[config.mk]
export PLATFORM = sky130hd
export DESIGN_NAME = mem_wb_stage
export DESIGN_NICKNAME = d
export VERILOG_FILES = /design/src/rtl/mem_wb_stage.sv
export SDC_FILE = /design/constraint.sdc
export NUM_CORES = 1
export LEC_CHECK = 0
export CAP_MARGIN = 20
export CORE_MARGIN = 5
export CORE_UTILIZATION = 43
export DETAILED_ROUTE_END_ITERATION = 10
export PLACE_DENSITY = 0.81
export SETUP_SLACK_MARGIN = 0.4
export SYNTH_ARGS = -nofsm -noshare
export SYNTH_HDL_FRONTEND = slang
export SYNTH_SLANG_ARGS = --single-unit
[constraint.sdc]
create_clock -name clock -period 2.7 [get_ports clock]
set_clock_uncertainty 0.05 [all_clocks]
set_input_delay 0.54 -clock clock [delete_from_list [all_inputs] [get_ports clock]]
set_output_delay 0.54 -clock clock [all_outputs]
set_load 0.1 [all_outputs]
[src/rtl/mem_wb_stage.sv]
// MEM/WB stage: runs loads/stores on data memory over a req/ack handshake,
// stalls upstream while an access is in flight, and registers the write-back bundle.
module mem_wb_stage #(
  parameter int MAX_WAIT = 255
) (
  input  logic        clock,
  input  logic        resetN,
  input  logic        inMemRead,
  input  logic        inMemWrite,
  input  logic        inWord,
  input  logic        inRegWrite,
  input  logic [31:0] inResult,
  input  logic [31:0] inWriteData,
  input  logic [4:0]  inRd,
  output logic        outMemReq,
  output logic        outMemWe,
  output logic [31:0] outMemAddr,
  output logic [31:0] outMemWData,
  output logic [3:0]  outMemBe,
  input  logic        inMemAck,
  input  logic [31:0] inMemRData,
  output logic        outStall,
  output logic        outMemErr,
  output logic        outRegWrite,
  output logic [4:0]  outRd,
  output logic [31:0] outWbData
);

  // state  | meaning
  // IDLE   | pass-through of non-memory ops; issues new accesses
  // ACCESS | request outstanding, upstream held, wait counter running

  localparam int CW = $clog2(MAX_WAIT + 1);

  typedef enum logic {IDLE, ACCESS} state_t;

  state_t          r_state, w_state_nxt;
  logic [CW-1:0]   r_wait_cnt;
  logic            r_mem_req, r_mem_we, r_mem_err, r_reg_write;
  logic [31:0]     r_mem_addr, r_mem_wdata, r_wb_data;
  logic [3:0]      r_mem_be;
  logic [4:0]      r_rd;
  logic [4:0]      r_lat_rd;
  logic            r_lat_regwrite, r_lat_load, r_lat_word;
  logic [1:0]      r_lat_lane;

  logic            w_issue, w_err, w_ack_done, w_abort;
  logic            w_is_mem, w_misalign, w_both;
  logic [3:0]      w_be;
  logic [31:0]     w_wdata;
  logic [7:0]      w_rbyte;
  logic [31:0]     w_load_data;

  assign w_is_mem   = inMemRead | inMemWrite;
  assign w_both     = inMemRead & inMemWrite;
  assign w_misalign = inWord & (inResult[1:0] != 2'b00);
  assign w_be       = inWord ? 4'hF : (4'b0001 << inResult[1:0]);
  assign w_wdata    = inWord ? inWriteData : {4{inWriteData[7:0]}};

  always_comb begin
    w_rbyte = inMemRData[7:0];
    case (r_lat_lane)
      2'd0: w_rbyte = inMemRData[7:0];
      2'd1: w_rbyte = inMemRData[15:8];
      2'd2: w_rbyte = inMemRData[23:16];
      2'd3: w_rbyte = inMemRData[31:24];
      default: w_rbyte = inMemRData[7:0];
    endcase
  end

  assign w_load_data = r_lat_word ? inMemRData : {24'b0, w_rbyte};

  always_comb begin
    w_state_nxt = r_state;
    w_issue     = 1'b0;
    w_err       = 1'b0;
    w_ack_done  = 1'b0;
    w_abort     = 1'b0;
    case (r_state)
      IDLE: begin
        if (w_both || (w_is_mem && w_misalign)) begin
          w_err = 1'b1;
        end else if (w_is_mem) begin
          w_issue     = 1'b1;
          w_state_nxt = ACCESS;
        end
      end
      ACCESS: begin
        // an ack on the timeout edge takes priority over the abort
        if (inMemAck) begin
          w_ack_done  = 1'b1;
          w_state_nxt = IDLE;
        end else if (r_wait_cnt == CW'(MAX_WAIT - 1)) begin
          w_abort     = 1'b1;
          w_state_nxt = IDLE;
        end
      end
      default: w_state_nxt = IDLE;
    endcase
  end

  always_ff @(posedge clock) begin
    if (!resetN) begin
      r_state        <= IDLE;
      r_wait_cnt     <= '0;
      r_mem_req      <= 1'b0;
      r_mem_we       <= 1'b0;
      r_mem_addr     <= '0;
      r_mem_wdata    <= '0;
      r_mem_be       <= '0;
      r_mem_err      <= 1'b0;
      r_reg_write    <= 1'b0;
      r_rd           <= '0;
      r_wb_data      <= '0;
      r_lat_rd       <= '0;
      r_lat_regwrite <= 1'b0;
      r_lat_load     <= 1'b0;
      r_lat_word     <= 1'b0;
      r_lat_lane     <= '0;
    end else begin
      r_state   <= w_state_nxt;
      r_mem_err <= w_err | w_abort;
      if (r_state == IDLE) begin
        r_wait_cnt <= '0;
        if (w_issue) begin
          r_lat_rd       <= inRd;
          r_lat_regwrite <= inRegWrite;
          r_lat_load     <= inMemRead;
          r_lat_word     <= inWord;
          r_lat_lane     <= inResult[1:0];
          r_mem_req      <= 1'b1;
          r_mem_we       <= inMemWrite;
          r_mem_addr     <= {inResult[31:2], 2'b00};
          r_mem_wdata    <= w_wdata;
          r_mem_be       <= w_be;
          r_reg_write    <= 1'b0;
        end else if (w_err) begin
          r_reg_write <= 1'b0;
        end else begin
          r_reg_write <= inRegWrite;
          r_rd        <= inRd;
          r_wb_data   <= inResult;
        end
      end else begin
        if (w_ack_done) begin
          r_mem_req  <= 1'b0;
          r_wait_cnt <= '0;
          if (r_lat_load) begin
            r_reg_write <= r_lat_regwrite;
            r_rd        <= r_lat_rd;
            r_wb_data   <= w_load_data;
          end else begin
            r_reg_write <= 1'b0;
          end
        end else if (w_abort) begin
          r_mem_req   <= 1'b0;
          r_wait_cnt  <= '0;
          r_reg_write <= 1'b0;
        end else begin
          r_wait_cnt <= r_wait_cnt + CW'(1);
        end
      end
    end
  end

  assign outStall    = (r_state == ACCESS);
  assign outMemReq   = r_mem_req;
  assign outMemWe    = r_mem_we;
  assign outMemAddr  = r_mem_addr;
  assign outMemWData = r_mem_wdata;
  assign outMemBe    = r_mem_be;
  assign outMemErr   = r_mem_err;
  assign outRegWrite = r_reg_write;
  assign outRd       = r_rd;
  assign outWbData   = r_wb_data;

endmodule

==> results.env <==
NETLIST_AREA_MM2=0.00533
DRT_FIRST_ITER_VIOLATIONS=289
VIA_COUNT=5227
CORE-AREA_MM2=0.0121
GRT_MAX_DEGREE=75
CHIPWIDTH_UM=121
RSZ0062_AT_GRT='false'
CRITPATHMAXFANOUT=24
FINAL_CORE_UTILIZATION_PCT=66.0
GRT_ANTENNA_BEFORE_REPAIR=0
AREAGROWTHSYNTHTOFINISH_PCT=49.5
IO_BUFFERS=215
LAYOUT.NETS=902
CORE.ROWCOUNT=40
REMAINING_DRC_ERRORS=0
SYNTH.YOSYS.SEQ_AREA_SHARE_PCT=47.4
CLOCK_SLEW_AT_THE_REGISTER_CLOCK_PINS_OF_THE_WORST_SETUP_AND_HOLD_PATHS_NS=0.05
FIRST_GLOBAL_VIAS=5269
TOTALWIRELENGTH_UM=18000
POSTCTSSETUPBUFFERS=0
AREAL_POWER_DENSITY_OVER_THE_CELLS_mW_PER_MM2=767
DETAILEDROUTE.FIRSTPASSITERATIONCOUNT=5
POST-ROUTE-PERIOD-UTIL_PCT=76.7
GLOBALPLACE.CONGESTION=0.839
CTS.SINKS=126
YS_DOMINANT_REG_CELL='sky130_fd_sc_hd__dfxtp_1'
CRITPATHLAUNCHTYPE='primary input'
SYNTH_SEQ_CELLS=126
CRITPATHREQUIREDTIME_NS=2.94
R2R.WORST_PATH.CELLS=6
CRITICAL_PATH.ENDPOINT_TYPE='flop'
WORSTHOLDPATHTYPE='flop to flop'
POST_SYNTHESIS_MEAN_INSTANCE_AREA_UM2=8.98
VIASPERCELL=5.37
FINAL_MAX_SLEW_VIOL_COUNT=0
POST_DP_CELL_AREA_MM2=0.00738
FMAX_GHz=0.483
SYNTH.YOSYS.WARNINGS=0
DP_CELLS=941
FINAL_CELL_MIX='sky130_fd_sc_hd__dfxtp_1, sky130_fd_sc_hd__nand2_1, sky130_fd_sc_hd__buf_4'
POWER.LEAKAGE_nW=3.52
TOTAL_GLOBAL_ROUTING_OVERFLOW=0
SYNTH_ASYNC_SR_FLOP_SHARE_PCT=0
FINISH.CELL_COUNT_WITHOUT_FILLERS=973
GLOBAL_ROUTE.USAGE.TOTAL_PCT=23.9
FP.DIEAREA_MM2=0.0147
WORST_HOLD_SLACK_NS=0.410
YS_TYPES=46
LARGEST_VOLTAGE_DROP_ON_THE_VDD_NET_mV=0.442
DIE_Y_UM=121
FINAL_LAYOUT_SIZE_SUFFIX_GT1_SHARE_PCT=20.5
SYN-INSTANCE-COUNT=593
TIMING_WORST_SETUP_PATH_TYPE='primary input to flop'
CP_DATA_ARRIVAL_TIME_NS=2.31
MAXCAPVIOLCOUNT=0
SYNTH-EDFF-COUNT=0
STATUS='finished, final reports clean'
MAX-CLOCK-PATH-BUFFERS=2
MOST_COMMON_CELL_AFTER_LAYOUT_FILL_AND_TAPS_ASIDE='sky130_fd_sc_hd__dfxtp_1'
CTSROOTBUFFERMASTER='sky130_fd_sc_hd__clkbuf_16'
POST-ROUTE-CELL-AREA_MM2=0.00796
CTS-BUFFERS-INSERTED=17
DRT-WIRELENGTH-PER-CELL_UM=18.5
PIN_COUNT=218
TIMING.SLEW.HEADROOM_PCT=53.0
CTSHTREEMAXLEVEL=4
DETAIL-ROUTE-ANTENNA-NETS=0
CLOCK_LATENCY_ON_THE_WORST_SKEW_PAIR_NS=0.41
CTS_TREE='yes'
FINAL-HOLD-VIOLATION-COUNT=0
EFFECTIVE_UTILIZATION_AT_FLOORPLAN_PCT=44.2
FINAL.MIN_CLOCK_PERIOD_NS=2.07
WIRE_LENGTH_OF_THE_FIRST_GLOBAL_ROUTING_PASS_UM=27400
WORSTHOLDPATHCELLS=2
DIODES=0
WORSTMARGINPINSLEW_NS=0.703
TOTALNEGATIVESETUPSLACK_NS=0
FILLCELLCOUNT=942
HPWLAFTERDP_UM=13100
SETUP_VIOL_COUNT_FINAL=0
-- critical path: stages --
cell                              delay, ns
sky130_fd_sc_hd__clkdlybuf4s50_1       0.44
sky130_fd_sc_hd__o21a_1                0.23
sky130_fd_sc_hd__or3_2                 0.43
sky130_fd_sc_hd__and2_1                0.20
sky130_fd_sc_hd__buf_12                0.16
sky130_fd_sc_hd__a221o_1               0.31
-- flip-flops by register name, summed over array words and instances, names as in the netlist, 2 cells and up --
signal and cells:
outMemWData 32, outWbData 32, outMemAddr 30, r_wait_cnt 8
outRd 5, r_lat_rd 5, outMemBe 4, r_lat_lane 2
-- layer usage --
layer  vias up  wire length, um  part of all wire [%]  track usage (%)
met5         -                0                     0                0
met4         0              220                   1.2             6.79
met3        17             2050                    11             9.88
met2       263             8690                    48             40.8
met1      2458             7000                    39             27.3
li1       2489                -                     -                -
-- logic make-up (layout without fill, tap and decap cells) --
family,count (synthesis),after routing,synth area share [%]
DFF,126,126,47.4
AOI/OAI and AO/OA,179,179,25.7
xor gates and xnor gates,8,8,1.32
buffers and inverters,58,269,4.63
muxes,13,13,2.44
and+or+nand+nor,205,205,17.8
adders and majority gates,3,3,0.658
other,1,2,0.0704
-- report_power, final --
part	internal, mW	leakage, nW	switching [mW]	total, mW
clock network	1.43	0.274	0.825	2.25
logic	0.485	2.21	1.28	1.77
registers	2.00	1.03	0.0941	2.09
total	3.91	3.52	2.20	6.11
-- synthesized netlist by cell type (10+ instances only) --
cell type                  instances  area (um2)
sky130_fd_sc_hd__mux2i_1          13         130
sky130_fd_sc_hd__nor2_1           13        48.8
sky130_fd_sc_hd__clkbuf_1         41         154
sky130_fd_sc_hd__a21boi_0         47         353
sky130_fd_sc_hd__nor2b_1          28         175
sky130_fd_sc_hd__and3_1           10        62.6
sky130_fd_sc_hd__a21oi_1          30         150
sky130_fd_sc_hd__dfxtp_1         126        2520
sky130_fd_sc_hd__nand2_1         124         465
sky130_fd_sc_hd__a221o_1          24         240
sky130_fd_sc_hd__o211a_1          29         290
sky130_fd_sc_hd__o21ai_0          16        80.1
-- final cells by class --
| cell class | count | area [um2] | share of cell area [%] |
|---|---|---|---|
| clock buffer | 22 | 474 | 5.95 |
| clock inverter | 10 | 113 | 1.41 |
| inverter | 5 | 18.8 | 0.236 |
| multi-input combinational | 410 | 2580 | 32.4 |
| sequential | 126 | 2520 | 31.7 |
| tap | 168 | 210 | 2.64 |
| timing repair buffer | 232 | 2040 | 25.6 |
-- timing repair --
action / 4_1_cts / 5_1_grt
endpoints found under the setup margin: 0 / 24
hold buffers: 0 / 0
resized for setup: 0 / 1
-- stage by stage --
step / total power, mW / setup WS (ns)
final: 6.11 / 0.630
after global routing: 6.33 / 0.540
after CTS: 6.15 / 0.434
after detailed placement: 3.89 / 0.0487
after global placement: 3.87 / 0.170
after floorplan: 3.37 / 0.605
-- path summary, 6_finish.rpt --
check	startpoint	slack, ns	endpoint
worst max-delay path	inResult[0]	0.63	outMemWData[29]
worst min-delay path	outMemWData[2]	0.41	outMemWData[2]
worst max register to register	outStall	0.70	outWbData[8]
worst min register to register	outMemWData[2]	0.41	outMemWData[2]
Power figures use the tool's default switching activity.
